--- src/rtl/seq_pkg.sv ---
// +-----------------------------------------------------------------+
// | seq_pkg: state encoding and length clamp for iter_sequencer     |
// | Rev 1.0                                                         |
// +-----------------------------------------------------------------+
`default_nettype none

package seq_pkg;

  typedef enum logic [1:0] {
    S_IDLE = 2'd0,
    S_RUN  = 2'd1,
    S_DONE = 2'd2
  } seq_state_t;

  // A zero-length pass or run is treated as length one.
  function automatic logic [31:0] clamp_len(input logic [31:0] len);
    return (len == 32'd0) ? 32'd1 : len;
  endfunction

endpackage

`default_nettype wire

--- src/rtl/iter_sequencer.sv ---
// +-----------------------------------------------------------------+
// | iter_sequencer: two-level (inner/outer) iteration sequencer     |
// | with per-pass lookahead flags.  Rev 1.0                         |
// +-----------------------------------------------------------------+
`default_nettype none

module iter_sequencer
  import seq_pkg::*;
#(
  parameter int W        = 10,
  parameter int OW       = 12,
  parameter int MAX_LEAD = 3
) (
  input  logic                clk,
  input  logic                rst,
  input  logic                ce,
  input  logic                restart,
  input  logic [W-1:0]        inner_len,
  input  logic [OW-1:0]       outer_len,
  output logic                active,
  output logic [W-1:0]        cnt,
  output logic [OW-1:0]       round,
  output logic [MAX_LEAD:0]   lead,
  output logic                all_done
);

  seq_state_t      state_q, state_d;
  logic [W-1:0]    cnt_q, cnt_d;
  logic [OW-1:0]   round_q, round_d;
  logic [W-1:0]    il_q, il_d;
  logic [OW-1:0]   ol_q, ol_d;
  logic [W-1:0]    w_rem;
  logic            w_load;

  always_ff @(posedge clk) begin
    if (rst) begin
      state_q <= S_IDLE;
      cnt_q   <= '0;
      round_q <= '0;
      il_q    <= W'(1);
      ol_q    <= OW'(1);
    end else begin
      state_q <= state_d;
      cnt_q   <= cnt_d;
      round_q <= round_d;
      il_q    <= il_d;
      ol_q    <= ol_d;
    end
  end

  // restart is honoured from every state, so the load path is shared.
  assign w_load = ce && restart;

  always_comb begin
    state_d = state_q;
    cnt_d   = cnt_q;
    round_d = round_q;
    il_d    = il_q;
    ol_d    = ol_q;
    if (w_load) begin
      state_d = S_RUN;
      cnt_d   = '0;
      round_d = '0;
      il_d    = W'(clamp_len(32'(inner_len)));
      ol_d    = OW'(clamp_len(32'(outer_len)));
    end else if (ce) begin
      case (state_q)
        S_RUN: begin
          if (cnt_q < il_q - W'(1)) begin
            cnt_d = cnt_q + W'(1);
          end else begin
            cnt_d = '0;
            if (round_q < ol_q - OW'(1)) begin
              round_d = round_q + OW'(1);
            end else begin
              round_d = '0;
              state_d = S_DONE;
            end
          end
        end
        S_DONE:  state_d = S_IDLE;
        default: state_d = state_q;
      endcase
    end
  end

  assign active   = (state_q == S_RUN);
  assign all_done = (state_q == S_DONE);
  assign cnt      = cnt_q;
  assign round    = round_q;
  assign w_rem    = il_q - W'(1) - cnt_q;

  generate
    for (genvar d = 0; d <= MAX_LEAD; d++) begin : g_lead
      if (d < (1 << W)) begin : g_cmp
        assign lead[d] = active && (w_rem == W'(d));
      end else begin : g_zero
        assign lead[d] = 1'b0;
      end
    end
  endgenerate

endmodule

`default_nettype wire

--- config.mk ---
export PLATFORM = sky130hd
export DESIGN_NAME = iter_sequencer
export DESIGN_NICKNAME = d
export VERILOG_FILES = /design/src/rtl/seq_pkg.sv /design/src/rtl/iter_sequencer.sv
export SDC_FILE = /design/constraint.sdc
export NUM_CORES = 1
export LEC_CHECK = 0
export CAP_MARGIN = 40
export CORE_MARGIN = 1.5
export CORE_UTILIZATION = 40
export CTS_BUF_LIST = sky130_fd_sc_hd__clkbuf_16
export CTS_CLUSTER_DIAMETER = 50
export DETAILED_ROUTE_END_ITERATION = 10
export HOLD_SLACK_MARGIN = 0.06
export SYNTH_ARGS = -nofsm -noshare
export SYNTH_HDL_FRONTEND = slang
export SYNTH_SLANG_ARGS = --single-unit
--- constraint.sdc ---
create_clock -name clk -period 4.7 [get_ports clk]
set_input_delay 0.94 -clock clk [delete_from_list [all_inputs] [get_ports clk]]
set_output_delay 0.94 -clock clk [all_outputs]
set_load 0.01 [all_outputs]
==> results_dict.tcl, run 1 <==
set metrics [dict create \
    hold_viol 0 \
    antenna_found_initial 0 \
    startpoint_type "flop" \
    rrSetupSlack_ns 1.24 \
    drc 0 \
    drt_iter0_drc 111 \
    yosys.area.top_type "dfxtp_1" \
    grt.total_usage 0.1753 \
    areaGrowthSynthToFinish_pct 24.18 \
    rows 32 \
    fill_cells 765 \
    cts_buffers 5 \
    p_leak_uw 0.001451 \
    insertion_delay_ns 0.28 \
    synthesis.area_um2 3157 \
    finalNetCount 499 \
    synth_cells 396 \
    worstPathArrival_ns 3.43 \
    setup_viol 0 \
    vias_per_cell 5.166 \
    drive_above_1_share 0.06517 \
    crit_type "reg2out" \
    pwr-share-seq 0.402 \
    fin_util 0.5099 \
    setup_tns_ns 0 \
    coreArea_um2 7687 \
    synth_warnings 0 \
    worstPathMaxFanout 5 \
    peakVddDrop_mv 0.1288 \
    fin_crit_ns 4.366 \
    num_antenna_cells 0 \
    period_share 0.9289 \
    intPower_uw 710.4 \
    gp_routability_congestion 0.8686 \
    dieWidth_um 91.84 \
    power_density_nw_per_um2 262.7 \
    p_sw_uw 319.3 \
    clock_skew_ns 0.005299 \
    place_area_um2 3742 \
    synth_edf_count 0 \
    dr_total_vias 2826 \
    ctsHoldBuffers 0 \
    grt_overflow 0 \
    synthArstFlopShare 0 \
    drt_pre_antenna_iters 4 \
    grt_pass1_vias 2561 \
    clkSinkCount 46 \
    avgSynthCellArea_um2 7.972 \
    maxCapViolations 0 \
    port_buffers 53 \
    ys_seq_area_frac 0.2917 \
    layout_common_cells "nand2_1, clkdlybuf4s50_1, dfxtp_1" \
    synthFlopType "dfxtp_1" \
    routedWlPerCell_um 13.11 \
    die_area_um2 8434 \
    crit_path_end_kind "primary output" \
    clkSlewWorstSetupHoldPaths_ns 0.06 \
    cts_tree "done" \
    comb_power_share 0.275 \
    grt_pass1_wl_um 11980 \
    pin_count 54 \
    synth_cell_types 54 \
    slew_headroom 0.4313 \
    yosys-top-cells-area "dfxtp_1, ha_1, xnor2_1, nand2_1, a21oi_1" \
    p_clk_frac 0.323 \
    initial_core_util 0.4106 \
    synthesis.nets 450 \
    status "complete, no violations" \
    rsz0062_at_grt "false" \
    htreeDepth 2 \
    hold_class "reg2reg" \
    netlist.area_leader.share 0.2917 \
    required_ns 3.76 \
    hpwlAfterDp_um 5538 \
    worstMarginPinSlew_ns 0.8530 \
    drtAntennaViolNets 0 \
    swShare 0.3101 \
    dieHeight_um 91.84 \
    wirelength_um 7172 \
    whs_ns 0.4855 \
    ys_seq_elements 46 \
    stdcell_area_um2 3920 \
    cts_root_buffer "clkbuf_16" \
    grt_max_degree 28 \
    max_freq_mhz 229.0 \
    cts_buffer_depth 2 \
    final_common_cell "nand2_1" \
    slew_viol_final 0 \
]
==> worst max-delay path, cell delays in order, from the launching register on <==
cell,delay [ns]
dfxtp_1,0.39
inv_1,0.06
ha_1,0.33
fa_1,0.44
or2b_2,0.32
and2_1,0.17
o21ai_0,0.22
xnor2_1,0.15
nand4_1,0.11
buf_4,0.17
a211oi_1,0.21
clkdlybuf4s50_1,0.57
==> stage by stage <==
step | setup WS, ns | cells | power (uW)
6_report | 0.3341 | 547 | 1030
5_1_grt | 0.02991 | 547 | 1088
4_1_cts | 0.08062 | 546 | 1029
3_5_place_dp | 0.3635 | 539 | 693.8
3_3_place_gp | 0.5535 | 539 | 692.9
2_1_floorplan | 1.003 | 396 | 630.4
==> Yosys cell counts (all sizes together) (4+ instances only) <==
| master | count |
|---|---|
| a2111oi | 8 |
| a211o | 4 |
| a211oi | 10 |
| a21oi | 30 |
| and2 | 5 |
| and3 | 4 |
| buf | 5 |
| clkbuf | 8 |
| dfxtp | 46 |
| ha | 27 |
| inv | 23 |
| nand2 | 69 |
| nand2b | 5 |
| nand3 | 12 |
| nand3b | 4 |
| nor2 | 35 |
| nor2b | 5 |
| nor3 | 10 |
| nor4 | 7 |
| o21ai | 9 |
| xnor2 | 34 |
| xor2 | 7 |
==> state kept, by name, summed over array words and instances (netlist names) <==
register / cells
il_q: 10
round: 12
state_q: 2
ol_q: 12
cnt: 10
==> repair_timing <==
| action | CTS | global route |
|---|---|---|
| resized for setup | 0 | 11 |
| setup endpoints to repair | 0 | 4 |
| setup buffers | 0 | 1 |
==> final timing paths <==
kind / startpoint / depth (start not counted) / endpoint
setup / recovery: il_q[0] / 11 / lead[3]
hold / removal: il_q[1] / 2 / il_q[1]
hold reg to reg: il_q[1] / 2 / il_q[1]
setup reg to reg: il_q[2] / 11 / cnt[4]
==> area by class of cell <==
cell class                 count  area (um^2)  share of cell area
timing repair buffer          55        553.0              0.1411
tap                          102        127.6             0.03256
clock buffer                   5        125.1             0.03192
sequential                    46        920.9              0.2349
inverter                      23        86.33             0.02202
clock inverter                 2        7.507            0.001915
multi-input combinational    314         2100              0.5356
==> logic make-up after synthesis <==
| logic type | Yosys count | share of synthesized area |
|---|---|---|
| AOI/OAI and AO/OA | 79 | 0.1803 |
| xor gates and xnor gates | 41 | 0.1138 |
| adders and majority gates | 28 | 0.1134 |
| buffers and inverters | 36 | 0.05272 |
| DFF | 46 | 0.2917 |
| muxes | 1 | 0.003171 |
| and+or+nand+nor | 165 | 0.2450 |
==> per-layer routing <==
layer / GRT usage / wire length, um / up-vias
li1: - / - / 1484
met1: 0.2566 / 3802 / 1268
met2: 0.2624 / 2967 / 66
met3: 0.03068 / 302 / 8
met4: 0.04872 / 100 / 0
met5: 0 / 0 / -
==> power groups by stage <==
| stage | clock, uW | combinational (uW) | sequential [uW] |
|---|---|---|---|
| floorplan | 0 | 211 | 420 |
| global placement | 0 | 271 | 422 |
| detailed placement | 0 | 272 | 422 |
| CTS | 343 | 273 | 413 |
| global route | 358 | 314 | 416 |
| finish | 333 | 283 | 414 |
Power figures use the tool's default switching activity.
==> inputs of run 2 (changes only) <==
CORE_MARGIN = 1   (was 1.5)
CORE_UTILIZATION = 57   (was 40)
PLACE_DENSITY = 0.85   (was default)
==> results_dict.tcl, run 2 (synthesis results as in run 1) <==
set metrics [dict create \
    setup_viol 0 \
    critPathMaxStageDelay_ns 0.60 \
    dr_total_vias 2946 \
    crit_path_top_delay_cell "clkdlybuf4s50_1" \
    gp_routability_congestion 0.9604 \
    cts_buffers 5 \
    hold_class "reg2reg" \
    period_share 0.9632 \
    grt_pass1_wl_um 12140 \
    grt.total_usage 0.2539 \
    required_ns 3.76 \
    dieWidth_um 76.42 \
    port_buffers 53 \
    peakVddDrop_mv 0.2204 \
    pin_count 54 \
    p_leak_uw 0.001474 \
    antenna_found_initial 0 \
    grt_pass1_vias 2732 \
    worstPathArrival_ns 3.59 \
    worstPathMaxFanout 5 \
    clkSlewWorstSetupHoldPaths_ns 0.06 \
    vias_per_cell 5.698 \
    rows 26 \
    drt_iter0_drc 136 \
    slew_viol_final 0 \
    cts_tree "done" \
    crit_type "reg2out" \
    grt_max_degree 26 \
    cts_buffer_depth 2 \
    drtAntennaViolNets 0 \
    drc 0 \
    num_antenna_cells 0 \
    post-route-worst-setup-slack_ns 0.1727 \
    dieHeight_um 76.42 \
    fin_crit_ns 4.527 \
    startpoint_type "flop" \
    max_freq_mhz 220.9 \
    fill_cells 410 \
    final_common_cell "nand2_1" \
    clock_skew_ns 0.004434 \
    initial_core_util 0.6065 \
    coreArea_um2 5205 \
    areaGrowthSynthToFinish_pct 24.42 \
    die_area_um2 5840 \
    maxCapViolations 0 \
    finalNetCount 500 \
    slew_headroom 0.4609 \
    clkSinkCount 46 \
    routedWlPerCell_um 13.82 \
    place_ws_ns 0.3938 \
    place_area_um2 3710 \
    status "complete, no violations" \
    drt_pre_antenna_iters 4 \
    worstMarginPinSlew_ns 0.8086 \
    crit_path_end_kind "primary output" \
    hpwlAfterDp_um 5512 \
    htreeDepth 2 \
    grt_overflow 0 \
    drive_above_1_share 0.07159 \
    power_density_nw_per_um2 276.7 \
    insertion_delay_ns 0.28 \
    crit_path_cell_trace "inv_1 > ha_1 > xor2_1 > ha_1 > or2b_2 > and2_1 > o21ai_0 > xnor2_1 > nand4_1 > buf_4 > a2111oi_2 > clkdlybuf4s50_1" \
    cpMostUsedCell "ha_1" \
    wirelength_um 7144 \
    cts_root_buffer "clkbuf_16" \
    layout_common_cells "nand2_1, clkdlybuf4s50_1, dfxtp_1" \
    rrSetupSlack_ns 1.21 \
    hold_viol 0 \
    stdcell_area_um2 3928 \
    ctsHoldBuffers 0 \
]
run 2: cell types whose count changed in the layout (fill, tap and decap cells not counted):
cell,delta
buf_8,+1
bufinv_16,+1
nor2b_1,-1
nor2b_2,+1
run 2: final cells by class:
| type | count | area, um^2 | share of cell area |
|---|---|---|---|
| Clock inverter | 3 | 37.54 | 0.009557 |
| Multi-Input combinational cell | 314 | 2102 | 0.5352 |
| Clock buffer | 5 | 125.1 | 0.03186 |
| Tap cell | 70 | 87.58 | 0.02230 |
| Inverter | 23 | 86.33 | 0.02198 |
| Sequential cell | 46 | 920.9 | 0.2345 |
| Timing Repair Buffer | 56 | 568.0 | 0.1446 |
run 2: routing by layer:
layer,global-route usage,share of wire,up-vias
met4,0.06538,0.015,0
met1,0.3363,0.48,1353
met2,0.4306,0.46,90
li1,-,-,1488
met5,0,0,-
met3,0.03593,0.042,15
run 2: path summary, 6_finish.rpt:
path | startpoint | to | depth (start not counted)
setup / recovery | il_q[0] | lead[1] | 12
hold reg to reg | ol_q[11] | ol_q[11] | 2
hold / removal | ol_q[11] | ol_q[11] | 2
setup reg to reg | il_q[2] | cnt[4] | 11
run 2: critical path: cells and delay by family, from the launching register on:
kind | cells | cell delay [ns]
flops | 1 | 0.41
simple gates | 3 | 0.62
buf+inv | 3 | 0.85
compound gates | 2 | 0.51
xor+xnor | 2 | 0.32
fa+ha+maj | 2 | 0.61
run 2: repair_timing:
item	4_1_cts	5_1_grt
setup buffers	0	2
resized for setup	0	12
endpoints found under the setup margin	0	4
run 2: power breakdown:
group	leakage (uW)	switching [uW]	internal (uW)
combinational	0.00101	167	120
sequential	0.000374	13.9	401
clock	0.0000864	138	247
total	0.00147	319	768
run 2: per-stage QoR:
| stage | hold WS, ns | total power [uW] | cells | utilization | setup TNS, ns |
|---|---|---|---|---|---|
| final | 0.4778 | 1087 | 517 | 0.7546 | 0 |
| after global routing | 0.4986 | 1137 | 517 | 0.7546 | -0.009125 |
| after CTS | 0.4761 | 1076 | 515 | 0.7440 | 0 |
| after global placement | 0.4685 | 688.1 | 506 | 0.7099 | 0 |
| after detailed placement | 0.4678 | 695.5 | 507 | 0.7127 | 0 |
| after floorplan | 0.4481 | 630.4 | 396 | - | 0 |
